--- src/rtl/chunked_seq_adder.sv ---
// Multi-cycle adder/subtractor: one CHUNK-bit ripple slice per clock, carry held
// in a register between slices, start/busy/done handshake.
module chunked_seq_adder #(
   parameter int WIDTH = 16,
   parameter int CHUNK = 4
) (
   input  logic             clk,
   input  logic             reset,
   input  logic             start,
   input  logic             sub,
   input  logic [WIDTH-1:0] A,
   input  logic [WIDTH-1:0] B,
   input  logic             cin,
   output logic [WIDTH-1:0] S,
   output logic             cout,
   output logic             overflow,
   output logic             busy,
   output logic             done
);

   localparam int NCH = WIDTH / CHUNK;
   localparam int CW  = (NCH > 1) ? $clog2(NCH) : 1;

   typedef enum logic [1:0] {IDLE, RUN, DONE} state_t;

   state_t           state, state_next;
   logic [WIDTH-1:0] op_a, op_b, res, res_next;
   logic             carry;
   logic [CW-1:0]    cnt;
   logic [CHUNK-1:0] a_sl, b_sl;
   logic [CHUNK:0]   slice_sum;
   logic             msb_cin;
   logic             last;
   logic             accept;

   assign last   = (cnt == CW'(NCH - 1));
   assign accept = start && (state != RUN);
   assign busy   = (state == RUN);
   assign done   = (state == DONE);

   // NOTE: sequential state uses non-blocking assignments so every register
   // samples pre-edge values and simulation matches the synthesized flops.
   always_ff @(posedge clk) begin
      if (reset) state <= IDLE;
      else       state <= state_next;
   end

   // NOTE: every always_comb output gets a default first, so no path can leave
   // a signal unassigned and infer a latch.
   always_comb begin
      state_next = state;
      case (state)
         IDLE:    if (start) state_next = RUN;
         RUN:     if (last)  state_next = DONE;
         DONE:    state_next = start ? RUN : IDLE;
         default: state_next = IDLE;
      endcase
   end

   // One slice of the ripple chain; this is the only carry path between registers.
   always_comb begin
      a_sl      = op_a[cnt*CHUNK +: CHUNK];
      b_sl      = op_b[cnt*CHUNK +: CHUNK];
      slice_sum = {1'b0, a_sl} + {1'b0, b_sl} + {{CHUNK{1'b0}}, carry};
      // Sum bit = a ^ b ^ carry_in, so the carry into the slice MSB falls out directly.
      msb_cin   = a_sl[CHUNK-1] ^ b_sl[CHUNK-1] ^ slice_sum[CHUNK-1];
      res_next  = res;
      res_next[cnt*CHUNK +: CHUNK] = slice_sum[CHUNK-1:0];
   end

   always_ff @(posedge clk) begin
      if (reset) begin
         op_a     <= '0;
         op_b     <= '0;
         res      <= '0;
         carry    <= 1'b0;
         cnt      <= '0;
         S        <= '0;
         cout     <= 1'b0;
         overflow <= 1'b0;
      end else if (accept) begin
         // Subtraction is A + ~B + 1.
         op_a  <= A;
         op_b  <= sub ? ~B : B;
         carry <= sub ? 1'b1 : cin;
         cnt   <= '0;
         res   <= '0;
      end else if (state == RUN) begin
         res   <= res_next;
         carry <= slice_sum[CHUNK];
         cnt   <= cnt + 1'b1;
         if (last) begin
            S        <= res_next;
            cout     <= slice_sum[CHUNK];
            overflow <= msb_cin ^ slice_sum[CHUNK];
         end
      end
   end

endmodule

--- config.mk ---
export PLATFORM = sky130hd
export DESIGN_NAME = chunked_seq_adder
export DESIGN_NICKNAME = d
export VERILOG_FILES = /design/src/rtl/chunked_seq_adder.sv
export SDC_FILE = /design/constraint.sdc
export NUM_CORES = 1
export LEC_CHECK = 0
export CAP_MARGIN = 20
export CELL_PAD_IN_SITES_DETAIL_PLACEMENT = 1
export CELL_PAD_IN_SITES_GLOBAL_PLACEMENT = 1
export CORE_MARGIN = 10
export CORE_UTILIZATION = 40
export DETAILED_ROUTE_END_ITERATION = 12
export PLACE_DENSITY = 0.9
export SLEW_MARGIN = 20
export SYNTH_ARGS = -nofsm -noshare
export SYNTH_HDL_FRONTEND = slang
export SYNTH_SLANG_ARGS = --single-unit
export TNS_END_PERCENT = 30
--- constraint.sdc ---
create_clock -name clk -period 4.1 [get_ports clk]
set_clock_uncertainty 0.15 [all_clocks]
set_input_delay 1.23 -clock clk [delete_from_list [all_inputs] [get_ports clk]]
set_output_delay 1.23 -clock clk [all_outputs]
set_load 0.02 [all_outputs]
==> summary by stage <==
Hold path
Counting instances, the worst hold path has a depth of 2. The worst hold path begins at op_a[11]. The worst min-delay path category is reg2reg.

The capture endpoint of the worst hold path is op_a[11].

Timing
Setup repair after global routing left no endpoint under its margin. The final number of max-transition violations came to 0. Derived from the worst setup path, the maximum achievable clock frequency is 0.3178 GHz. The headroom to the max-slew limit is 0.4057. The final critical-path required period is 3.147 ns.

At the pin with the least slew margin, the transition time is 0.8887 ns. The number of setup violations in the final report is 0. The final-report hold violation count is 0. The worst path meets setup with 0.9532 ns of slack. After routing, the total negative slack on setup checks comes to 0 ns. The post-route clock period utilization is 0.7675. The final-layout worst hold slack is 0.3076 ns.

Cells and area
In the final design database the tool counted between 400 and 500 nets. Once layout is complete, the utilization of the core stands at 0.5100. The number of antenna repair diodes is 0.

The synthesis-to-layout area growth is 23.80%. In the final layout, the share of cells above drive strength 1 is 0.09155.

Die
After floorplanning, the core was divided into 33 placement rows. 57 I/O pins were placed. The core region is 8258 um^2. The width of the die is 112.2 um. The die is 112.2 um tall. The initial utilization of the core area, before any placement, comes to 0.4120. The die covers 12590 um^2.

Run status
The run finished with clean final reports.

Drt
In the routed design, unresolved DRC markers number 0. The detailed router placed 2869 vias in this run. The count of nets left with antenna violations once routing finished came out at 0. In this run, the number of DRC markers left after iteration 0 of detailed routing was between 80 and 90.

The average wire per cell in the routed design is 17.32 um. The first TritonRoute pass finished after 4 iterations. The wire length reported by the detailed router is 9199 um. The via density per instance is 5.403.

Logic synthesis
The commonest cells after synthesis are dfxtp_1 (71), nor2_1 (54), nand2_1 (44), a211oi_1 (32), a21oi_1 (29). Yosys mapped the design onto 42 distinct sky130hd cell types. The largest family of logic cells by synthesized area is simple AND/OR/NAND/NOR gates. After synthesis the netlist holds a flip-flop and latch count of 71.

The share of the Yosys chip area taken by registers is 0.4178. The Yosys warning count is 0. The synthesized design contains 0 enable-type register cells.

In the synthesized netlist, the number of instances is 377. Of the total synthesized cell area, the portion taken by XOR and XNOR cells is 0.04634. dfxtp_1 takes more of the synthesized area than any other cell. The synthesized-area fraction occupied by ao, oa, aoi and oai cells came to 0.1791. After synthesis, the cell types taking the most area are dfxtp_1 (42%), a211oi_1 (7.1%), nor2_1 (6.0%). After synthesis, the share of cell area in mux cells is 0.05296. Summing every instance area after synthesis gives about 3400 um^2. The fraction of the mapped netlist area in adder cells is 0.04487. The post-synthesis simple-gate area fraction is 0.2004. The number of nets produced by synthesis is 425. The main flop type after synthesis is dfxtp_1. The mean cell area of the mapped netlist is between 9 and 10 um^2.

Of the post-synthesis cell area, the dominant cell type holds 0.4178. In the post-synthesis netlist, the cell with the most instances is dfxtp_1. The fraction of registers with async set/reset is 0.

Setup path
The worst flop-to-flop path startpoint is cnt[0]. The critical path arrival is 3.27 ns. The reg-to-reg endpoint is res[2].

Together, buffers and inverters on the worst path number 0. STA classifies the critical path endpoint as a flip-flop. The setup check on the worst reg-to-reg path leaves a slack of roughly 0.95 ns. The worst setup path is launched from a flip-flop. In this run the worst setup path begins at cnt[0]. STA puts the critical path data required time at 4.22 ns. The biggest fanout along the worst timing path is 6. In this design, the stage delay of the slowest critical-path cell is 0.58 ns. The critical path is of the reg2reg type. By instance count, the cell type seen most on the critical path is fa_1. The number of cell instances on the worst register-to-register path is 7. In this design, the largest share of critical-path delay is due to adder cells. Walking the worst path, the cells encountered are mux4_2, fa_1, fa_1, xor2_1, and2_1, a22oi_1, nor2_1. The slowest stage of the critical path belongs to the cell mux4_2.

Pwr
The analysis attributes to cell leakage a power of 0.001503 uW. IR analysis of the VDD net gives a maximum drop of 146.8 uV. For this design the ratio of total power to cell area is 396.2 nW/um^2. The total power of the final layout is 1669 uW.

Placement
Buffers placed on the I/O ports in this run total 56. The placed wire-length estimate after detailed placement is 6622 um. Routability-driven placement finished with a final weighted congestion of about 0.84.

The post-placement setup slack is 1.011 ns.

Global routing
The number of global-route vias before repair is a little over 3000. Across every metal layer, demand over resource in global routing totals 0.1430. The first-pass GRT wire length is 15170 um.

The total congestion overflow is 0. The pin count of the biggest net entering global routing is between 50 and 60. The initial antenna violation count was 0.

CTS
The clock-pin slew on the worst setup and hold paths is approximately 0.070 ns. The quantity of hold-fixing buffers added after cts is 0. The quantity of gates resized following cts is 0. CTS placed an instance of clkbuf_8 at the clock tree root. The post-CTS repair timing setup buffer count is 0. Counting every sink on the clock net gives 71. The CTS tree is yes.

The TritonCTS buffer count is 9. No sink is reached through more buffers than the 2 on the longest clock path. The later pin in the worst-skew pair is clocked with a latency of 0.35 ns. The level count of the clock H-tree is 3.

Run
The max-capacitance violation count is 0.
[kinds of logic after synthesis]
family / after synthesis
compound gates: 88
simple gates: 144
fa+ha+maj: 11
xor+xnor: 18
flops: 71
mux: 8
buf+inv: 37
[cell type report]
class                   count  area, um^2
fillers                   952        4046
multi-input cells         269        1782
flip-flops and latches     71        1421
repair buffers             62       600.6
clock buffers              11       141.4
well taps                 105       131.4
clock inverters             5       105.1
inverters                   8       30.03
[worst reg2reg max path, cell delays in order, from the launching register on]
cell and delay, ns:
dfxtp_1 0.55, mux4_2 0.58, fa_1 0.47, fa_1 0.44, xor2_1 0.37, and2_1 0.29
a22oi_1 0.12, nor2_1 0.11
[per-layer routing]
| layer | up-vias | GRT usage | wire [um] |
|---|---|---|---|
| li1 | 1424 | - | - |
| met1 | 1366 | 0.1592 | 3988 |
| met2 | 68 | 0.2569 | 4657 |
| met3 | 11 | 0.04100 | 395 |
| met4 | 0 | 0.04315 | 157 |
| met5 | - | 0 | 0 |
[state kept, by name (all words and copies together), names as in the netlist, 2 cells and up]
register and flops:
op_b 16, res 16, state 2, cnt 2, op_a 16, S 16
[report_power, final]
part | internal, uW | leakage [uW] | switching [uW]
sequential | 721 | 0.000580 | 21.3
clock | 421 | 0.000116 | 265
combinational | 107 | 0.000808 | 135
total | 1250 | 0.00150 | 420
[worst max path at each step]
stage | to | slack (ns) | cells past startpoint
finish | res[2] | 0.95 | 7
global route | res[2] | 0.83 | 7
CTS | res[2] | 0.94 | 7
detailed placement | res[0] | 1.01 | 4
global placement | carry | 1.08 | 5
floorplan | S[5] | 1.10 | 8
[through the flow]
step,instance area [um^2],cells
6_report,4212,531
5_1_grt,4212,531
4_1_cts,4212,531
3_5_place_dp,3965,515
3_3_place_gp,3965,515
2_1_floorplan,3402,377
[placed cells by master, fill, tap and decap left out, types with 3 or more instances in the layout]
cell / synthesis / routed
nand2_1: 44 / 44
a22oi_1: 4 / 4
a21boi_1: 4 / 4
buf_4: 7 / 6
dfxtp_1: 71 / 71
mux4_2: 8 / 8
nand3_1: 4 / 4
clkdlybuf4s50_1: 0 / 55
a211oi_1: 32 / 32
a221oi_1: 6 / 6
nand4_1: 8 / 8
a31oi_1: 6 / 6
bufinv_16: 0 / 3
nor3_1: 6 / 6
a21oi_1: 29 / 29
xnor2_1: 17 / 17
clkbuf_8: 0 / 10
and2_1: 4 / 4
inv_1: 7 / 7
nor2_1: 54 / 54
nor2b_1: 8 / 8
ha_1: 9 / 9
(Power assumes the default switching activity.)
==> RTL change: new RTL, config.mk and constraints unchanged <==
Reset style: asynchronous (`reset`), changed in 2 clocked blocks.
--- a/src/rtl/chunked_seq_adder.sv
+++ b/src/rtl/chunked_seq_adder.sv
@@ -42,3 +42,3 @@
    // samples pre-edge values and simulation matches the synthesized flops.
-   always_ff @(posedge clk) begin
+   always_ff @(posedge clk or posedge reset) begin
       if (reset) state <= IDLE;
@@ -70,3 +70,3 @@
 
-   always_ff @(posedge clk) begin
+   always_ff @(posedge clk or posedge reset) begin
       if (reset) begin
Function: differs if reset is asserted again (counterexample within 4 cycles, from zero or initial values and one cycle with reset high); with reset held inactive, the same outputs for 10 cycles.
==> RTL change against the original RTL <==
- routed wire length is 6.3% lower
- die area up 1.2%
- setup slack got worse by 0.30 ns
- sequential cell count stayed put
- final area is 0.24% higher
- sequential share of layout area grew 8.3 points
- final cell count is 16% lower
- fmax shrank 8.8%
- global-route usage decreased by 0.58 points
- synthesized area is 1.5% higher
- count of clock-buffer cells in the layout up 1
Power is not compared: it rests on default switching activity, and its combinational part moved more than twofold at a synthesized area within 25%.
==> RTL change: results (changes against the original RTL) <==
Status: finished clean
Placed inst area: 4050 um2 (+2.2%)
Asr flop ratio synth: 100% (+100 points)
Vias in the first global route: 2778 (-9.9%)
Synth top area cells: dfrtp_1, mux2_2, xnor2_1
Fraction of area in registers: 42.1% (+8.3 points)
Synth Area in Compound Gates: 13.9% (-4.0 points)
Non-filler cells, final: 448 (-16%)
CP max-delay cell: clkdlybuf4s50_1
#MultiIn Comb: 190 (-29%)
Tot GR Track Use: 13.7% (-0.58 points)
Synth Area in XOR/XNOR: 5.07% (+0.44 points)
Nets@finish: 389 (-17%)
Clock buffers: 12 (+1)
Arrival time of the worst setup path: 2.07 ns (-1.20 ns)
Delay-heaviest family, CP: buffers and inverters
Crit path max fanout: 17 (+11)
Multi-input gate area in the final layout: 1520 um2 (-15%)
Synth top cells by count: dfrtp_1, nand2_1, o21ai_0
Critical path origin: state[1]$_DFFE_PP0P_
Post-placement cell count: 435 (-16%)
Largest net degree at the start of global routing: 49 (-9.3%)
Post-synthesis mux area share: 10.8% (+5.5 points)
Placer Congestion: 0.789 (-5.7%)
Pre-CTS setup slack: 0.787 ns (-0.225 ns)
Global-route wire length before repair: 14.2 mm (-6.6%)
Reg-to-reg startpoint: cnt[0]$_DFFE_PP0P_
Data buffer area share: 14.0% (-0.27 points)
Bufs w/o clock: 60 (-3.2%)
Adder-cell area share of the yosys netlist: 4.42% (-0.067 points)
DR vias: 2410 (-16%)
Post-Syn Instances: 287 (-24%)
Filler Cells Inserted: 881 (-7.5%)
Final Routed Wirelength: 8.62 mm (-6.3%)
Post-DP HPWL: 6.63 mm (+0.16%)
Clock-cell share of area: 4.03% (-1.8 points)
-- RTL change: path summary, 6_finish.rpt --
kind,end,slack (ns),depth (start not counted)
worst max-delay path,busy,0.65,3
worst min-delay path,op_b[15]$_DFFE_PP0P_,0.34,2
worst max register to register,res[14]$_DFFE_PP0P_,0.76,6
worst min register to register,op_b[15]$_DFFE_PP0P_,0.34,2
max in group asynchronous,res[0]$_DFFE_PP0P_,1.97,3
min in group asynchronous,S[11]$_DFFE_PP0P_,1.09,2
-- RTL change: logic make-up after synthesis --
kind of cell,Yosys count
flops,71
fa+ha+maj,11
buf+inv,26
mux,24
compound gates,70
simple gates,65
xor+xnor,20
-- RTL change: per-layer routing --
layer	vias up	wire length [um]	track usage, %
li1	1130	-	-
met3	12	404	4.38
met2	56	4700	25.1
met5	-	0	0
met1	1212	3400	15.1
met4	0	114	2.96
